**src/rtl/hazard_ctrl_pkg.sv**
```systemverilog
// rtl/hazard_ctrl_pkg.sv - shared encodings and helpers for the pipeline hazard controller
package hazard_ctrl_pkg;

  localparam logic [1:0] PC_SEQ = 2'b00;
  localparam logic [1:0] PC_BR  = 2'b01;
  localparam logic [1:0] PC_IVT = 2'b10;
  localparam logic [1:0] PC_RST = 2'b11;

  localparam int REG_W = 3;
  localparam int CNT_W = 3;

  typedef enum logic [2:0] {
    RST,
    RUN,
    DRAIN,
    PUSH,
    VECTOR
  } state_e;

  function automatic logic reg_hit(input logic use_i,
                                   input logic [REG_W-1:0] src,
                                   input logic [REG_W-1:0] dst);
    return use_i & (src == dst);
  endfunction

endpackage

```
**src/rtl/hazard_detect.sv**
```systemverilog
// rtl/hazard_detect.sv - combinational load-use comparator between decode and execute
module hazard_detect
  import hazard_ctrl_pkg::*;
(
  input  logic             ex_mem_read,
  input  logic [REG_W-1:0] ex_rdst,
  input  logic [REG_W-1:0] id_rsrc1,
  input  logic [REG_W-1:0] id_rsrc2,
  input  logic             id_use1,
  input  logic             id_use2,
  output logic             load_use
);

  assign load_use = ex_mem_read &
                    (reg_hit(id_use1, id_rsrc1, ex_rdst) |
                     reg_hit(id_use2, id_rsrc2, ex_rdst));

endmodule

```
**src/rtl/hazard_ctrl.sv**
```systemverilog
// rtl/hazard_ctrl.sv - pipeline sequencing: load-use stalls, branch flushes, reset and interrupt entry
module hazard_ctrl
  import hazard_ctrl_pkg::*;
#(
  parameter int DRAIN_CYCLES = 3,
  parameter int PC_W         = 32
) (
  input  logic             clk,
  input  logic             rst,
  input  logic             intr,
  input  logic [PC_W-1:0]  fetch_pc,
  input  logic [REG_W-1:0] id_rsrc1,
  input  logic [REG_W-1:0] id_rsrc2,
  input  logic             id_use1,
  input  logic             id_use2,
  input  logic             ex_mem_read,
  input  logic [REG_W-1:0] ex_rdst,
  input  logic             ex_branch,
  output logic [1:0]       pc_select,
  output logic             fetch_en,
  output logic             fd_en,
  output logic             fd_flush,
  output logic             de_en,
  output logic             de_flush,
  output logic             push_pc,
  output logic [PC_W-1:0]  ret_pc,
  output logic             int_busy
);

  localparam logic [CNT_W-1:0] CNT_LAST = CNT_W'(DRAIN_CYCLES - 1);

  state_e           state_q, state_d;
  logic             pend_q, pend_d;
  logic             rearm_q, rearm_d;
  logic [CNT_W-1:0] cnt_q, cnt_d;
  logic [PC_W-1:0]  ret_pc_q, ret_pc_d;
  logic             load_use;

  hazard_detect u_detect (
    .ex_mem_read (ex_mem_read),
    .ex_rdst     (ex_rdst),
    .id_rsrc1    (id_rsrc1),
    .id_rsrc2    (id_rsrc2),
    .id_use1     (id_use1),
    .id_use2     (id_use2),
    .load_use    (load_use)
  );

  // rearm holds an intr seen during DRAIN so the clear on entering PUSH cannot drop it
  always_comb begin
    state_d  = state_q;
    pend_d   = pend_q | intr;
    rearm_d  = rearm_q;
    cnt_d    = cnt_q;
    ret_pc_d = ret_pc_q;
    case (state_q)
      RST: state_d = RUN;
      RUN: begin
        if (pend_q && !ex_branch && !load_use) begin
          ret_pc_d = fetch_pc;
          cnt_d    = '0;
          state_d  = DRAIN;
        end
      end
      DRAIN: begin
        cnt_d = cnt_q + 1'b1;
        if (intr) rearm_d = 1'b1;
        if (cnt_q == CNT_LAST) begin
          state_d = PUSH;
          pend_d  = intr | rearm_q;
          rearm_d = 1'b0;
        end
      end
      PUSH:    state_d = VECTOR;
      VECTOR:  state_d = RUN;
      default: state_d = RST;
    endcase
  end

  always_comb begin
    pc_select = PC_SEQ;
    fetch_en  = 1'b1;
    fd_en     = 1'b1;
    fd_flush  = 1'b0;
    de_en     = 1'b1;
    de_flush  = 1'b0;
    push_pc   = 1'b0;
    int_busy  = 1'b0;
    case (state_q)
      RST: begin
        pc_select = PC_RST;
        fd_flush  = 1'b1;
        de_flush  = 1'b1;
      end
      RUN: begin
        if (ex_branch) begin
          pc_select = PC_BR;
          fd_flush  = 1'b1;
          de_flush  = 1'b1;
        end else if (load_use) begin
          fetch_en = 1'b0;
          fd_en    = 1'b0;
          de_flush = 1'b1;
        end
      end
      DRAIN: begin
        fetch_en = 1'b0;
        fd_flush = 1'b1;
        int_busy = 1'b1;
      end
      PUSH: begin
        fetch_en = 1'b0;
        fd_flush = 1'b1;
        int_busy = 1'b1;
        push_pc  = 1'b1;
      end
      VECTOR: begin
        pc_select = PC_IVT;
        fd_flush  = 1'b1;
        int_busy  = 1'b1;
      end
      default: begin
        pc_select = PC_RST;
        fd_flush  = 1'b1;
        de_flush  = 1'b1;
      end
    endcase
  end

  always_ff @(posedge clk or negedge rst) begin
    if (!rst) begin
      state_q  <= RST;
      pend_q   <= 1'b0;
      rearm_q  <= 1'b0;
      cnt_q    <= '0;
      ret_pc_q <= '0;
    end else begin
      state_q  <= state_d;
      pend_q   <= pend_d;
      rearm_q  <= rearm_d;
      cnt_q    <= cnt_d;
      ret_pc_q <= ret_pc_d;
    end
  end

  assign ret_pc = ret_pc_q;

endmodule

```
**config.mk**
```make
export PLATFORM = sky130hd
export DESIGN_NAME = hazard_ctrl
export DESIGN_NICKNAME = d
export VERILOG_FILES = /design/src/rtl/hazard_ctrl_pkg.sv /design/src/rtl/hazard_detect.sv /design/src/rtl/hazard_ctrl.sv
export SDC_FILE = /design/constraint.sdc
export NUM_CORES = 1
export LEC_CHECK = 0
export CAP_MARGIN = 10
export CORE_MARGIN = 1
export CORE_UTILIZATION = 35
export CTS_CLUSTER_DIAMETER = 80
export CTS_CLUSTER_SIZE = 24
export DETAILED_ROUTE_END_ITERATION = 12
export GPL_TIMING_DRIVEN = 0
export PLACE_DENSITY = 0.71
export SLEW_MARGIN = 15
export SYNTH_ARGS = -nofsm -noshare
export SYNTH_HDL_FRONTEND = slang
export SYNTH_SLANG_ARGS = --single-unit
```
**constraint.sdc**
```tcl
create_clock -name clk -period 2.65 [get_ports clk]
set_clock_uncertainty 0.2 [all_clocks]
set_input_delay 0.53 -clock clk [delete_from_list [all_inputs] [get_ports clk]]
set_output_delay 0.53 -clock clk [all_outputs]
set_load 0.05 [all_outputs]
```
==> flow_metrics.py, run 1 <==
metrics = {
    "outcome": {
        "outcome": "complete, no violations",
    },
    "critical_path": {
        "cp-end-kind": "primary output",
        "cp-start-kind": "primary input",
        "cp.arrival_ns": 1.87,
        "r2r_cells": 7,
        "required_ns": 1.92,
        "rr_endpoint": "ret_pc[12]$_DFFE_PN0P_",
        "cp_max_fo": 3,
        "r2r-start": "state_q[2]$_DFFE_PN0P_",
        "r2r_slack_ns": 0.40,
        "critPathKind": "primary input to primary output",
    },
    "sta": {
        "max_freq_mhz": 384,
        "hold_viol": 0,
        "period_needed_ns": 2.60,
        "setup_viol": 0,
        "tns_ns": 0,
        "fin_crit_sh_pct": 98.2,
        "rsz0062_at_grt": "yes",
        "finalMaxSlewViolations": 0,
        "worstMarginPinSlew_ns": 0.529,
        "slew_headroom_pct": 64.6,
        "worst_slack_ns": 0.0473,
    },
    "grt": {
        "antenna_found_initial": 0,
        "grt_use_total_pct": 15.5,
        "grt_pass1_wl_mm": 6.27,
        "grt_max_degree": 23,
        "grt_overflow": 0,
        "grt_pass1_vias": 1382,
    },
    "synthesis": {
        "synthAdderAreaFrac_pct": 1.40,
        "synthCells": 130,
        "synth_top_area_share_pct": 56.1,
        "yosysTopAreaCell": "dfrtp_1",
        "postSynthNetCount": 180,
        "synth-simple-area-share_pct": 8.42,
        "ys_seq_area_share_pct": 56.1,
        "synth_cell_types": 35,
        "ys_ff_latch": 40,
        "synth_compound_area_share_pct": 6.52,
        "yosysWarningCount": 0,
        "post_synth.cell_area_avg_um2": 13.7,
        "synthMuxAreaShare_pct": 20.8,
        "synth_xor_area_share_pct": 3.44,
        "synth_top_family_by_area": "multiplexers",
        "yosys-top-cells-area": "dfrtp_1 56%, mux2_1 17%, mux2_2 3.2%, xnor2_1 2.0%, buf_6 1.9%",
        "synth_area_um2": 1780,
    },
    "placement": {
        "gp_congestion": 0.708,
        "place_area_um2": 2770,
        "hpwlAfterDp_mm": 2.88,
        "dpl.cell_count": 285,
        "io_buffers": 87,
        "place_ws_ns": -0.805,
    },
    "floorplan": {
        "dieArea_um2": 5390,
        "initial_core_util_pct": 37.0,
        "die_w_um": 73.4,
        "fp.dieH_um": 73.4,
        "core_area_um2": 4820,
        "fp-row-count": 25,
        "ios": 89,
    },
    "cts": {
        "cts_buffers": 5,
        "clockBufferDepth": 2,
        "insertion_delay_ns": 0.28,
        "numClockSinks": 40,
        "clk_pin_slew_ns": 0.08,
        "cts_tree": "done",
        "htree_levels": 2,
        "cts.root.buffer_cell": "clkbuf_8",
    },
    "power": {
        "ir_drop_v": 0.000707,
        "p_per_area_nw_per_um2": 1370,
        "total_leakage_power_nw": 1.23,
    },
    "route": {
        "wl_per_cell_um": 12.9,
        "drc_errors": 0,
        "drt_iter0_markers": 22,
        "postRouteAntennaNets": 0,
        "vias_per_cell": 4.61,
        "wirelength_mm": 3.82,
        "drtPass1Iterations": 4,
        "vias": 1365,
    },
    "layout": {
        "nets": 278,
        "area_growth_pct": 64.3,
        "stdcell_area_um2": 2930,
        "fin_cells": 296,
        "antenna_cells": 0,
        "layout-drive-gt1-share_pct": 17.5,
        "final_util_pct": 60.9,
    },
    "hold_path": {
        "min_path_type": "register to register",
        "holdPathEnd": "ret_pc[4]$_DFFE_PN0P_",
        "hold_depth": 1,
        "holdCritStartpoint": "ret_pc[4]$_DFFE_PN0P_",
    },
    "flow_run": {
        "drv_cap": 0,
    },
}
==> registers in the layout, summed over array words and instances (netlist names) <==
signal	flops
pend_q	1
rearm_q	1
state_q	3
ret_pc	32
cnt_q	3
==> worst max-delay path by stage <==
| stage | from | depth (start not counted) | end | slack, ns |
|---|---|---|---|---|
| 2_1_floorplan | ex_rdst[2] | 4 | de_flush | 0.0007 |
| 3_3_place_gp | ex_rdst[1] | 6 | fetch_en | -0.82 |
| 3_5_place_dp | ex_rdst[1] | 6 | fetch_en | -0.81 |
| 4_1_cts | ex_branch | 5 | fd_flush | 0.01 |
| 5_1_grt | ex_rdst[2] | 6 | de_flush | -0.003 |
| 6_report | ex_branch | 6 | pc_select[0] | 0.05 |
==> routing by layer <==
metal	vias up	track usage (%)	wire, µm	part of all wire, %
li1	647	-	-	-
met1	643	18.6	1630	43
met2	69	23.0	1600	42
met3	6	8.92	540	14
met4	0	5.77	54	1.4
met5	-	0	0	0
==> cell usage in the layout, fill, tap and decap left out, types with 2 or more instances in the layout <==
master,count
a211oi_1,2
a21o_1,2
a21oi_1,2
and2_1,3
buf_2,2
buf_4,5
buf_6,4
clkbuf_8,7
clkdlybuf4s50_1,72
dfrtp_1,40
dlygate4sd2_1,7
ha_1,2
inv_1,2
mux2_1,27
mux2_2,5
nand3_1,2
nor2_1,7
o21ai_0,2
xnor2_1,4
xor2_2,3
==> synthesized netlist by cell type <==
library cell and n:
a211oi_1 2, a211oi_4 1, a21o_1 2, a21oi_1 2, a41oi_1 2, and2_1 3
and2_2 1, and2b_1 1, and4_1 1, buf_4 1, buf_6 3, clkbuf_1 1
conb_1 1, dfrtp_1 40, ha_1 2, inv_1 2, inv_2 1, mux2_1 27
mux2_2 5, mux2i_1 1, nand2_1 1, nand2b_1 1, nand3_1 2, nand3b_1 1
nor2_1 7, nor2b_1 1, nor3_1 1, nor3b_2 1, nor4b_1 2, o21ai_0 3
o31ai_1 1, o41ai_2 1, or2_2 2, xnor2_1 4, xor2_1 3
==> kinds of logic (layout without fill, tap and decap cells) <==
logic type	count (synthesis)	after routing
buf+inv	8	107
fa+ha+maj	2	2
xor+xnor	7	7
other cells	1	1
flops	40	40
simple gates	25	25
compound gates	14	14
mux	33	33
==> worst max-delay path, cell delays in order <==
cell and delay [ns]:
clkdlybuf4s50_1 0.49, and2b_1 0.22, nor2_1 0.09, nor2_1 0.04, a21oi_1 0.12, clkdlybuf4s18_2 0.38
==> through the flow <==
stage                     power (mW)  hold slack (ns)
after CTS                       4.08            0.290
after global placement          3.51            0.266
after floorplan                 2.70           0.0344
final                           4.02            0.285
after detailed placement        3.54            0.274
after global routing            4.23            0.301
==> what timing repair did <==
action	CTS	global route
setup buffers	1	1
gates resized for setup	42	6
hold buffers	1	0
endpoints found under the setup margin	8	22
pin swaps	5	4
gates cloned	0	0
hold endpoints to repair	18	0
==> final cells by class <==
| type | count | area [µm²] |
|---|---|---|
| buffer | 5 | 45.0 |
| clock buffer | 7 | 96.3 |
| clock inverter | 1 | 30.0 |
| fill | 422 | 1890 |
| inverter | 3 | 11.3 |
| multi-input combinational | 82 | 768 |
| sequential | 40 | 1000 |
| tap | 67 | 83.8 |
| timing repair buffer | 91 | 896 |
==> power by group <==
part | internal, mW | switching [mW]
logic | 0.880 | 1.55
clock network | 0.332 | 0.201
registers | 0.906 | 0.156
(Power assumes the default switching activity.)
==> run 2, diff against run 1 <==
--- a/config.mk
+++ b/config.mk
@@ -14,4 +14,5 @@
 export GPL_TIMING_DRIVEN = 0
+export HOLD_SLACK_MARGIN = 0.1
 export PLACE_DENSITY = 0.71
-export SLEW_MARGIN = 15
+export SLEW_MARGIN = 5
 export SYNTH_ARGS = -nofsm -noshare
==> constraint.sdc (replaced) <==
create_clock -name clk -period 2.65 [get_ports clk]
set_clock_uncertainty 0.2 [all_clocks]
set_input_delay 0.3975 -clock clk [delete_from_list [all_inputs] [get_ports clk]]
set_output_delay 0.3975 -clock clk [all_outputs]
set_load 0.05 [all_outputs]
==> run 2 against run 1 <==
Sequential share of layout area rose by 0.82 points. Critical path depth did not move. Utilization fell by 1.4 points. Die area did not move. Critical path type unchanged. Sequential power barely moved. Clock-buffer cell count did not move. Largest cell class unchanged. Non-clock buffer count fell by 2. Register-to-register slack got worse by 0.08 ns.
==> flow_metrics.py, run 2 (synthesized netlist as in run 1, its figures left out) <==
metrics = {
    "outcome": {
        "outcome": "complete, no violations",
    },
    "grt": {
        "grt_pass1_vias": 1443,
        "grt_pass1_wl_mm": 6.29,
        "grt_max_degree": 23,
        "grt_overflow": 0,
        "grt_use_total_pct": 15.7,
        "antenna_found_initial": 0,
    },
    "power": {
        "total_leakage_power_nw": 1.20,
        "finalPower_mw": 3.87,
        "p_per_area_nw_per_um2": 1350,
        "ir_drop_v": 0.000785,
    },
    "layout": {
        "area_growth_pct": 60.4,
        "most-common-layout-cells": "78 x clkdlybuf4s50_1, 40 x dfrtp_1, 27 x mux2_1, 7 x nor2_1",
        "antenna_cells": 0,
        "multi_input_area_um2": 742,
        "largest_register_ffs": 32,
        "fillCellCount": 430,
        "final_common_cell": "clkdlybuf4s50_1",
        "layout-drive-gt1-share_pct": 13.2,
        "nets": 276,
        "register_area_um2": 1000,
    },
    "cts": {
        "insertion_delay_ns": 0.28,
        "clk_pin_slew_ns": 0.08,
        "numClockSinks": 40,
        "cts_buffers": 5,
        "htree_levels": 2,
        "cts.root.buffer_cell": "clkbuf_8",
        "clockBufferDepth": 2,
        "cts_tree": "done",
    },
    "hold_path": {
        "min_path_type": "register to register",
    },
    "route": {
        "postRouteAntennaNets": 0,
        "vias": 1365,
        "drt_iter0_markers": 41,
        "wirelength_mm": 3.82,
        "drc_errors": 0,
        "wl_per_cell_um": 13.0,
        "vias_per_cell": 4.64,
        "drtPass1Iterations": 4,
    },
    "sta": {
        "slew_headroom_pct": 63.9,
        "finalMaxSlewViolations": 0,
        "fin_crit_sh_pct": 96.4,
        "rsz0062_at_grt": "no",
        "max_freq_mhz": 391,
        "setup_viol": 0,
        "period_needed_ns": 2.55,
        "worst_hold_slack_ns": 0.287,
        "worstMarginPinSlew_ns": 0.539,
        "worst_slack_ns": 0.0954,
        "hold_viol": 0,
    },
    "floorplan": {
        "initial_core_util_pct": 37.0,
        "fp-row-count": 25,
        "core_area_um2": 4820,
        "ios": 89,
        "fp.dieH_um": 73.4,
        "die_w_um": 73.4,
        "dieArea_um2": 5390,
    },
    "critical_path": {
        "cp-end-kind": "primary output",
        "critPathKind": "primary input to primary output",
        "cp_max_fo": 4,
        "cp-start-kind": "primary input",
        "required_ns": 2.05,
        "cp.arrival_ns": 1.96,
    },
    "placement": {
        "io_buffers": 87,
        "place_ws_ns": -0.609,
        "gp_congestion": 0.719,
        "hpwlAfterDp_mm": 2.83,
    },
    "flow_run": {
        "drv_cap": 0,
    },
}
run 2: through the flow:
stage / cells / util (%) / instance area [µm²] / TNS (ns)
finish: 294 / 59.4 / 2860 / 0
global placement: 284 / 56.9 / 2740 / -6.18
CTS: 294 / 59.1 / 2850 / 0
detailed placement: 285 / 57.3 / 2760 / -3.32
global route: 294 / 59.4 / 2860 / 0
floorplan: 130 / - / 1780 / 0
run 2: timing repair:
item / in CTS / in global routing
endpoints found under the hold margin: 18 / 0
pin swaps: 0 / 1
endpoints found under the setup margin: 7 / 3
buffers inserted: 0 / 0
resized for setup: 23 / 4
hold buffers: 1 / 0
run 2: layer usage:
layer,vias to the layer above,part of all wire [%],track usage [%]
met2,74,43,24.0
met5,-,0,0
met1,641,42,18.3
li1,648,-,-
met3,2,14,8.92
met4,0,0.76,5.77
run 2: cell type report:
| type | instances | share of cell area [%] |
|---|---|---|
| Multi-Input combinational cell | 82 | 25.9 |
| Buffer | 5 | 1.57 |
| Clock inverter | 1 | 0.306 |
| Timing Repair Buffer | 89 | 31.2 |
| Tap cell | 67 | 2.93 |
| Clock buffer | 7 | 2.67 |
| Inverter | 3 | 0.393 |
| Sequential cell | 40 | 35.0 |
run 2: worst paths after layout:
path,from,endpoint,slack [ns],cells after the start
setup / recovery,ex_rdst[1],fd_en,0.1,6
hold / removal,ret_pc[3]$_DFFE_PN0P_,ret_pc[3]$_DFFE_PN0P_,0.29,1
setup reg to reg,state_q[2]$_DFFE_PN0P_,ret_pc[13]$_DFFE_PN0P_,0.32,7
hold reg to reg,ret_pc[3]$_DFFE_PN0P_,ret_pc[3]$_DFFE_PN0P_,0.29,1
max in group asynchronous,rst,cnt_q[0]$_DFFE_PN0P_,1.36,3
min in group asynchronous,rst,ret_pc[0]$_DFFE_PN0P_,0.41,2
run 2: where the power goes:
part	internal [mW]	switching, mW	leakage (nW)	total, mW
clock network	0.188	0.203	0.0424	0.391
registers	0.906	0.156	0.473	1.06
logic	0.881	1.54	0.681	2.42
run 2: worst max-delay path, cell delays in order:
cell             delay, ns
clkdlybuf4s50_1       0.46
xnor2_1               0.15
and4_2                0.28
or2_2                 0.32
nand3_1               0.08
buf_2                 0.26
==> run 3, diff against run 2 <==
- HOLD_SLACK_MARGIN: 0.1 -> 0.02
==> results of run 3 <==
The final DEF is identical to that of run 2; final timing and power are the same.
